$ cat src/rtl/pipeline_pkg.sv
// -----------------------------------------------------------------------------
// pipeline_pkg
// Shared pipeline definitions used by the ID/EX stage and its forwarding muxes.
//   alu_op_e  : 3-bit ALU opcode carried from decode to the ALU (ADD=000 .. SRL=111)
//   fwd_sel_e : operand source chosen by a forwarding mux (REG, MEM, WB)
// -----------------------------------------------------------------------------
package pipeline_pkg;

    typedef enum logic [2:0] {
        ALU_ADD = 3'b000,
        ALU_SUB = 3'b001,
        ALU_AND = 3'b010,
        ALU_OR  = 3'b011,
        ALU_XOR = 3'b100,
        ALU_SLT = 3'b101,
        ALU_SLL = 3'b110,
        ALU_SRL = 3'b111
    } alu_op_e;

    typedef enum logic [1:0] {
        FWD_REG = 2'd0,
        FWD_MEM = 2'd1,
        FWD_WB  = 2'd2
    } fwd_sel_e;

endpackage

$ cat src/rtl/id_ex_stage_fwd_mux.sv
// -----------------------------------------------------------------------------
// fwd_mux
// Purely combinational operand-forwarding mux for one source register.
// A MEM-stage producer is younger than a WB-stage producer, so a MEM match
// wins. Register x0 is hard-wired zero and is never forwarded.
// Ports:
//   rs_i           source register address held in the ID/EX register
//   reg_data_i     register-file data captured with that instruction
//   mem_rd_i, mem_reg_write_i, mem_result_i   MEM-stage producer
//   wb_rd_i,  wb_reg_write_i,  wb_result_i    WB-stage producer
//   data_o         selected operand
// -----------------------------------------------------------------------------
module fwd_mux
    import pipeline_pkg::*;
#(
    parameter int XLEN = 32,
    parameter int REGW = 5
) (
    input  logic [REGW-1:0] rs_i,
    input  logic [XLEN-1:0] reg_data_i,
    input  logic [REGW-1:0] mem_rd_i,
    input  logic            mem_reg_write_i,
    input  logic [XLEN-1:0] mem_result_i,
    input  logic [REGW-1:0] wb_rd_i,
    input  logic            wb_reg_write_i,
    input  logic [XLEN-1:0] wb_result_i,
    output logic [XLEN-1:0] data_o
);

    logic     mem_hit;
    logic     wb_hit;
    fwd_sel_e sel;

    assign mem_hit = mem_reg_write_i && (mem_rd_i != '0) && (mem_rd_i == rs_i);
    assign wb_hit  = wb_reg_write_i  && (wb_rd_i  != '0) && (wb_rd_i  == rs_i);

    always_comb begin
        sel = FWD_REG;
        if (mem_hit) begin
            sel = FWD_MEM;
        end else if (wb_hit) begin
            sel = FWD_WB;
        end
    end

    always_comb begin
        case (sel)
            FWD_MEM: data_o = mem_result_i;
            FWD_WB:  data_o = wb_result_i;
            default: data_o = reg_data_i;
        endcase
    end

endmodule

$ cat src/rtl/id_ex_stage.sv
// -----------------------------------------------------------------------------
// id_ex_stage
// ID/EX pipeline register with operand forwarding and load-use detection.
// Decode fields are captured on each rising clk unless stalled; flush (or an
// invalid decode slot) captures a bubble. ALU operands are produced from the
// registered fields through two fwd_mux instances (rs1, rs2).
//
// Configuration macro ID_EX_FORWARDING_EN:
//   defined   - MEM/WB results are forwarded; load_use_stall flags only loads.
//   undefined - operands come from registered register data only, mem_*/wb_*
//               inputs are ignored, and load_use_stall flags any RAW on a
//               register-writing EX instruction.
//
// Ports:
//   clk, rst_n                         clock, async active-low reset
//   id_*                               decode-stage instruction fields
//   stall, flush                       hold register / insert bubble (flush wins)
//   mem_rd/mem_reg_write/mem_result    MEM-stage forwarding source
//   wb_rd/wb_reg_write/wb_result       WB-stage forwarding source
//   ex_valid, alu_a, alu_b, alu_control, ex_store_data, ex_pc, ex_rd,
//   ex_reg_write, ex_mem_read, ex_mem_write   execute-stage outputs
//   load_use_stall                     hazard request to the hazard unit
//
// Handshake: there is no valid/ready pair; ex_valid qualifies every ex_*
// output in the cycle it is high, and the upstream hazard unit is expected to
// answer load_use_stall with stall=1 and flush=1 in the same cycle.
// -----------------------------------------------------------------------------
module id_ex_stage
    import pipeline_pkg::*;
#(
    parameter int XLEN = 32,
    parameter int REGW = 5
) (
    input  logic            clk,
    input  logic            rst_n,
    input  logic            id_valid,
    input  logic [XLEN-1:0] id_pc,
    input  logic [XLEN-1:0] id_rs1_data,
    input  logic [XLEN-1:0] id_rs2_data,
    input  logic [XLEN-1:0] id_imm,
    input  logic [REGW-1:0] id_rs1,
    input  logic [REGW-1:0] id_rs2,
    input  logic [REGW-1:0] id_rd,
    input  logic [2:0]      id_alu_control,
    input  logic            id_alu_src,
    input  logic            id_reg_write,
    input  logic            id_mem_read,
    input  logic            id_mem_write,
    input  logic            stall,
    input  logic            flush,
    input  logic [REGW-1:0] mem_rd,
    input  logic            mem_reg_write,
    input  logic [XLEN-1:0] mem_result,
    input  logic [REGW-1:0] wb_rd,
    input  logic            wb_reg_write,
    input  logic [XLEN-1:0] wb_result,
    output logic            ex_valid,
    output logic [XLEN-1:0] alu_a,
    output logic [XLEN-1:0] alu_b,
    output logic [2:0]      alu_control,
    output logic [XLEN-1:0] ex_store_data,
    output logic [XLEN-1:0] ex_pc,
    output logic [REGW-1:0] ex_rd,
    output logic            ex_reg_write,
    output logic            ex_mem_read,
    output logic            ex_mem_write,
    output logic            load_use_stall
);

    typedef struct packed {
        logic            valid;
        logic [XLEN-1:0] pc;
        logic [XLEN-1:0] rs1_data;
        logic [XLEN-1:0] rs2_data;
        logic [XLEN-1:0] imm;
        logic [REGW-1:0] rs1;
        logic [REGW-1:0] rs2;
        logic [REGW-1:0] rd;
        alu_op_e         alu_control;
        logic            alu_src;
        logic            reg_write;
        logic            mem_read;
        logic            mem_write;
    } ex_reg_t;

    ex_reg_t ex_q;
    ex_reg_t ex_d;
    ex_reg_t id_pkt;

    always_comb begin
        id_pkt             = '0;
        id_pkt.valid       = 1'b1;
        id_pkt.pc          = id_pc;
        id_pkt.rs1_data    = id_rs1_data;
        id_pkt.rs2_data    = id_rs2_data;
        id_pkt.imm         = id_imm;
        id_pkt.rs1         = id_rs1;
        id_pkt.rs2         = id_rs2;
        id_pkt.rd          = id_rd;
        id_pkt.alu_control = alu_op_e'(id_alu_control);
        id_pkt.alu_src     = id_alu_src;
        id_pkt.reg_write   = id_reg_write;
        id_pkt.mem_read    = id_mem_read;
        id_pkt.mem_write   = id_mem_write;
    end

    // Flush beats stall; an empty decode slot is only captured when not stalled.
    // A bubble clears the whole entry so no stale data leaks onto the operands.
    always_comb begin
        ex_d = ex_q;
        if (flush || (!stall && !id_valid)) begin
            ex_d             = '0;
            ex_d.alu_control = ALU_ADD;
        end else if (!stall) begin
            ex_d = id_pkt;
        end
    end

    always_ff @(posedge clk or negedge rst_n) begin
        if (!rst_n) begin
            ex_q <= '0;
        end else begin
            ex_q <= ex_d;
        end
    end

    // Forwarding sources seen by the muxes; tied off when forwarding is built out.
    logic [REGW-1:0] fwd_mem_rd;
    logic            fwd_mem_we;
    logic [XLEN-1:0] fwd_mem_res;
    logic [REGW-1:0] fwd_wb_rd;
    logic            fwd_wb_we;
    logic [XLEN-1:0] fwd_wb_res;
    logic            hazard_src;

`ifdef ID_EX_FORWARDING_EN
    assign fwd_mem_rd  = mem_rd;
    assign fwd_mem_we  = mem_reg_write;
    assign fwd_mem_res = mem_result;
    assign fwd_wb_rd   = wb_rd;
    assign fwd_wb_we   = wb_reg_write;
    assign fwd_wb_res  = wb_result;
    // ALU results are forwarded, so only a load still in EX forces a bubble.
    assign hazard_src  = ex_q.mem_read;
`else
    logic unused_fwd_inputs;
    assign unused_fwd_inputs = ^{mem_rd, mem_reg_write, mem_result,
                                 wb_rd, wb_reg_write, wb_result};
    assign fwd_mem_rd  = '0;
    assign fwd_mem_we  = 1'b0;
    assign fwd_mem_res = '0;
    assign fwd_wb_rd   = '0;
    assign fwd_wb_we   = 1'b0;
    assign fwd_wb_res  = '0;
    // Without forwarding any register-writing EX instruction is a hazard.
    assign hazard_src  = ex_q.reg_write;
`endif

    logic [XLEN-1:0] rs1_fwd;
    logic [XLEN-1:0] rs2_fwd;

    fwd_mux #(.XLEN(XLEN), .REGW(REGW)) u_fwd_rs1 (
        .rs_i            (ex_q.rs1),
        .reg_data_i      (ex_q.rs1_data),
        .mem_rd_i        (fwd_mem_rd),
        .mem_reg_write_i (fwd_mem_we),
        .mem_result_i    (fwd_mem_res),
        .wb_rd_i         (fwd_wb_rd),
        .wb_reg_write_i  (fwd_wb_we),
        .wb_result_i     (fwd_wb_res),
        .data_o          (rs1_fwd)
    );

    fwd_mux #(.XLEN(XLEN), .REGW(REGW)) u_fwd_rs2 (
        .rs_i            (ex_q.rs2),
        .reg_data_i      (ex_q.rs2_data),
        .mem_rd_i        (fwd_mem_rd),
        .mem_reg_write_i (fwd_mem_we),
        .mem_result_i    (fwd_mem_res),
        .wb_rd_i         (fwd_wb_rd),
        .wb_reg_write_i  (fwd_wb_we),
        .wb_result_i     (fwd_wb_res),
        .data_o          (rs2_fwd)
    );

    assign load_use_stall = ex_q.valid && hazard_src && (ex_q.rd != '0) && id_valid &&
                            ((ex_q.rd == id_rs1) || (ex_q.rd == id_rs2));

    assign ex_valid      = ex_q.valid;
    assign alu_a         = rs1_fwd;
    assign alu_b         = ex_q.alu_src ? ex_q.imm : rs2_fwd;
    assign alu_control   = ex_q.alu_control;
    assign ex_store_data = rs2_fwd;
    assign ex_pc         = ex_q.pc;
    assign ex_rd         = ex_q.rd;
    assign ex_reg_write  = ex_q.reg_write;
    assign ex_mem_read   = ex_q.mem_read;
    assign ex_mem_write  = ex_q.mem_write;

endmodule

$ cat config.mk
export PLATFORM = sky130hd
export DESIGN_NAME = id_ex_stage
export DESIGN_NICKNAME = d
export VERILOG_FILES = /design/src/rtl/pipeline_pkg.sv /design/src/rtl/id_ex_stage_fwd_mux.sv /design/src/rtl/id_ex_stage.sv
export SDC_FILE = /design/constraint.sdc
export NUM_CORES = 1
export LEC_CHECK = 0
export BUFFER_PORTS_ARGS = -buffer_cell sky130_fd_sc_hd__clkbuf_2
export CORE_AREA = 2 2 144 146
export DETAILED_ROUTE_END_ITERATION = 16
export DIE_AREA = 0 0 146 148
export GPL_ROUTABILITY_DRIVEN = 0
export HOLD_SLACK_MARGIN = 0.02
export PLACE_DENSITY = 0.81
export SLEW_MARGIN = 10
export SYNTH_ARGS = -nofsm -noshare
export SYNTH_HDL_FRONTEND = slang
export SYNTH_HIERARCHICAL = 1
export SYNTH_SLANG_ARGS = --single-unit
$ cat constraint.sdc
create_clock -name clk -period 2.9 [get_ports clk]
set_input_delay 0.87 -clock clk [delete_from_list [all_inputs] [get_ports clk]]
set_output_delay 0.87 -clock clk [all_outputs]
set_load 0.01 [all_outputs]
# After elaboration in Yosys (flattened, before gate mapping)
# Index checks and enable logic that the tools add are counted.
# totals
reg_bits,141
out_inout_bits,141
inputBits,231
# op_classes
n_mux,3
reduce_logical,10
n_eq_ne,3
# ops
operator,count
$mux W151,2
$mux W32,1
$eq A5 B5 Y1,2
$logic_and A1 B1 Y1,5
$reduce_bool A5 Y1,1
$logic_not A1 Y1,2
$logic_or A1 B1 Y1,2
$ne A2 B1 Y1 const B,1

# Depth between registers and ports, before layout
# depth
depth_word,4
mapped_depth,7
mapped_depth_nobuf,5

# Modules after synthesis
# Netlist, hierarchy kept.
# by_module_without_submodules
mod,cells_per_inst,n_inst,seq_area_each_um2,area_each_um2
id_ex_stage,433,1,3778.6,6193.4
fwd_mux,180,2,0.0,1520.2

# Worst setup path after synthesis
# OpenSTA, ideal clock, no wires.
# synth_path
kind,input to output
from,in id_rs1[2]
to,out load_use_stall
arrival_ps,1497
slack_ps,533
path_buffers,0
path_stages,4
t_required_ps,2030
path_cell_list,xor2_1 -> nor3_1 -> nand3_1 -> a21oi_1
# synth_between
elab_chain_cells,3
# synth_lines
item,line,source
start: declaration,id_ex_stage.sv:41,"input logic [REGW-1:0] id_rs1,"
$eq A5 B5 Y1,id_ex_stage.sv:187,((ex_q.rd == id_rs1) || (ex_q.rd == id_rs2));
$logic_or A1 B1 Y1,id_ex_stage.sv:187,
$logic_and A1 B1 Y1,id_ex_stage.sv:186,assign load_use_stall = ex_q.valid && hazard_src && (ex_q.rd != '0) && id_valid &&
end: declaration,id_ex_stage.sv:67,output logic load_use_stall
# No other way between the ends.

# Worst setup path in the final report
# layout_path
from,in id_rs2[2]
to,out load_use_stall
# layout_between
elab_chain_cells,3
# layout_lines
item,line,source
start: declaration,id_ex_stage.sv:42,"input logic [REGW-1:0] id_rs2,"
$eq A5 B5 Y1,id_ex_stage.sv:187,
$logic_or A1 B1 Y1,id_ex_stage.sv:187,
$logic_and A1 B1 Y1,id_ex_stage.sv:186,
# No other way between the ends.

==> results.py <==
metrics = {
    "worst_hold_path": {
        "hold_class": "in2async",
    },
    "route": {
        "drt_wl_total_um": 24400,
        "drc": 0,
        "ant_nets": 0,
        "dr.pass1.iters": 4,
        "wl_per_cell_um": 17.1,
        "vias": 7703,
        "avgViaCountPerCell": 5.40,
        "drtIter0Drc": 374,
    },
    "clocking": {
        "cts_max_level": 4,
        "cts_tree": "yes",
        "post_cts_buffers": 0,
        "cts_buffer_depth": 2,
        "clock_latency_ns": 0.42,
        "clockRootBuffer": "clkbuf_16",
        "hold_buffers": 0,
        "cts_resized": 0,
        "cts_buffers": 17,
        "clock-sinks": 151,
        "clkSlewWorstSetupHoldPaths_ns": 0.07,
    },
    "synth": {
        "synth_top_area_frac": 0.409,
        "synth_seq_cells": 151,
        "yosys-top-cells-area": "dfrtp_1 (41%), a22o_1 (14%), a31oi_2 (7.9%)",
        "syn_area_um2": 9230,
        "async_flop_share": 1.00,
        "yosys_most_used_dff": "dfrtp_1",
        "synth-warning-count": 6,
        "syn-instance-count": 793,
        "syn_avg_cell_area_um2": 11.6,
        "ys_types": 34,
        "seq_area_frac_synth": 0.409,
        "yosys.area.top_type": "dfrtp_1",
        "synth-edff-count": 0,
    },
    "sta": {
        "rsz0062_at_grt": "no",
        "max_slew.worst_pin.slew_ns": 1.82,
        "setup_viol": 0,
        "slew_viol_final": 196,
        "fin_tns_setup_ns": 0,
        "fmax_ghz": 0.369,
        "maxSlewHeadroom": -0.216,
        "skew_ns": 0,
        "worst_slack_ns": 0.192,
        "final.period_utilization": 0.934,
        "hold_ws_ns": 0.339,
        "hold_violations": 0,
        "period_needed_ns": 2.71,
    },
    "die": {
        "core-area_um2": 20000,
        "die_w_um": 146,
        "die_h_um": 148,
        "fp-row-count": 52,
        "ioPinCount": 372,
        "die_area_um2": 21600,
        "initial_utilization": 0.461,
    },
    "global_routing": {
        "grt_first_pass_wirelength_um": 39100,
        "grt_max_degree": 98,
        "track_usage": 0.222,
        "gr-total-overflow": 0,
        "antenna_found_initial": 0,
        "grt_pass1_vias": 7465,
    },
    "pwr": {
        "powerDensity_nw_per_um2": 462,
        "irDropWorstVdd_v": 0.000323,
        "power.total_uw": 5260,
        "p_leak_uw": 0.00539,
    },
    "placement": {
        "numPortBuffers": 295,
        "dp_hpwl_um": 16000,
        "dp_cells": 1394,
        "post-place-ws_ns": 0.175,
    },
    "critical_path": {
        "crit_chain": "clkbuf_2, xor2_1, nor3_1, nand3_1, a21oi_1, clkbuf_2",
        "timing.rr.start": "ex_q[3]",
        "cp-startpoint": "id_rs2[2]",
        "arrival_ns": 1.84,
        "crit_end": "load_use_stall",
        "start_kind": "input port",
        "crit_path_max_fanout": 2,
        "crit_slowest_cell": "nor3_1",
        "crit_path_frequent_cell": "clkbuf_2",
        "cp-end-kind": "output port",
        "cp.required_ns": 2.03,
        "regToRegSetupSlack_ns": 1.81,
        "r2r-end": "ex_q[3]",
        "critPathKind": "in2out",
        "max_stage_delay_ns": 0.29,
        "rr_worst_depth": 2,
    },
    "job": {
        "cap_violations": 0,
    },
    "layout": {
        "multi_input_area_um2": 5070,
        "final_cell_mix": "clkbuf_2 (294), conb_1 (164), dfrtp_1 (151)",
        "final_common_cell": "clkbuf_2",
        "antennaDiodeCount": 0,
        "syn2layout_area_growth_pct": 23.2,
        "layout.cells.non_filler": 1426,
        "drive_gt1_frac": 0.392,
        "final.fill_count": 1749,
        "fin_nets": 1374,
        "regArea_um2": 3780,
    },
    "run_status": {
        "violations": "max-slew violations",
        "outcome": "complete, but fails checks",
    },
}
-- critical path: cells and delay by family --
kind,cells,cell delay [ns]
xor+xnor,1,0.15
compound gates,1,0.15
buf+inv,2,0.26
simple gates,2,0.41
-- how the worst min path moves through the flow --
stage                         from   endpoint  slack [ns]  cells past startpoint
after global routing         rst_n  ex_q[104]        0.35                      1
final                        rst_n  ex_q[104]        0.34                      1
after floorplan           ex_q[29]   ex_q[29]        0.47                      1
after CTS                    rst_n  ex_q[108]        0.34                      1
after global placement    ex_q[31]   ex_q[31]        0.48                      1
after detailed placement  ex_q[41]   ex_q[41]        0.48                      1
-- state kept, by name, indices dropped and copies added, names as in the netlist --
signal,cells
alu_control,3
ex_mem_read,1
ex_mem_write,1
ex_pc,32
ex_q,107
ex_rd,5
ex_reg_write,1
ex_valid,1
-- layout make-up --
class                           instances  share of cell area
Clock buffer                           17              0.0374
Clock inverter                         15              0.0126
Multi-Input combinational cell        666               0.446
Sequential cell                       151               0.332
Tap cell                              270              0.0297
Timing Repair Buffer                  307               0.143
-- power by group --
part	internal (uW)	total, uW	switching [uW]	leakage, uW
sequential	2180	2240	55.9	0.00206
clock	1200	2160	968	0.000267
combinational	330	855	525	0.00306
-- layer usage --
| metal | wire [um] | share of wire | GRT usage | up-vias |
|---|---|---|---|---|
| li1 | - | - | - | 3707 |
| met1 | 10600 | 0.44 | 0.297 | 3714 |
| met2 | 12000 | 0.49 | 0.362 | 243 |
| met3 | 1180 | 0.048 | 0.0414 | 39 |
| met4 | 635 | 0.026 | 0.0835 | 0 |
| met5 | 0 | 0 | 0 | - |
-- logic make-up after synthesis --
| logic type | after synthesis | synth area share |
|---|---|---|
| AOI/OAI and AO/OA | 285 | 0.284 |
| and+or+nand+nor | 159 | 0.133 |
| DFF | 151 | 0.409 |
| buffers and inverters | 139 | 0.109 |
| other | 1 | 0.000406 |
| xor gates and xnor gates | 26 | 0.0247 |
| muxes | 32 | 0.0390 |
-- metrics by stage --
stage	utilization	area [um2]
3_3_place_gp	0.539	10800
3_5_place_dp	0.539	10800
4_1_cts	0.568	11400
5_1_grt	0.568	11400
6_report	0.568	11400
2_1_floorplan	-	9850
-- cells in the mapped netlist, types with 2 or more instances --
cell type / instances
clkbuf_4: 6
dfrtp_1: 151
a21oi_1: 2
xor2_1: 6
nand3_2: 2
a21oi_4: 2
buf_6: 19
or4b_1: 50
buf_2: 28
nor3_1: 2
o31ai_1: 64
or4_4: 2
or3_1: 2
nor2_1: 4
nand3_1: 4
or4_1: 3
or4b_2: 14
nor4_1: 64
xnor2_1: 20
a31oi_1: 6
buf_4: 51
and2_1: 4
a21oi_2: 2
buf_12: 6
mux2_2: 32
a31oi_2: 58
a22o_1: 150
clkbuf_1: 29
nand2_1: 5
No activity file was read; power rests on OpenSTA's default activity.
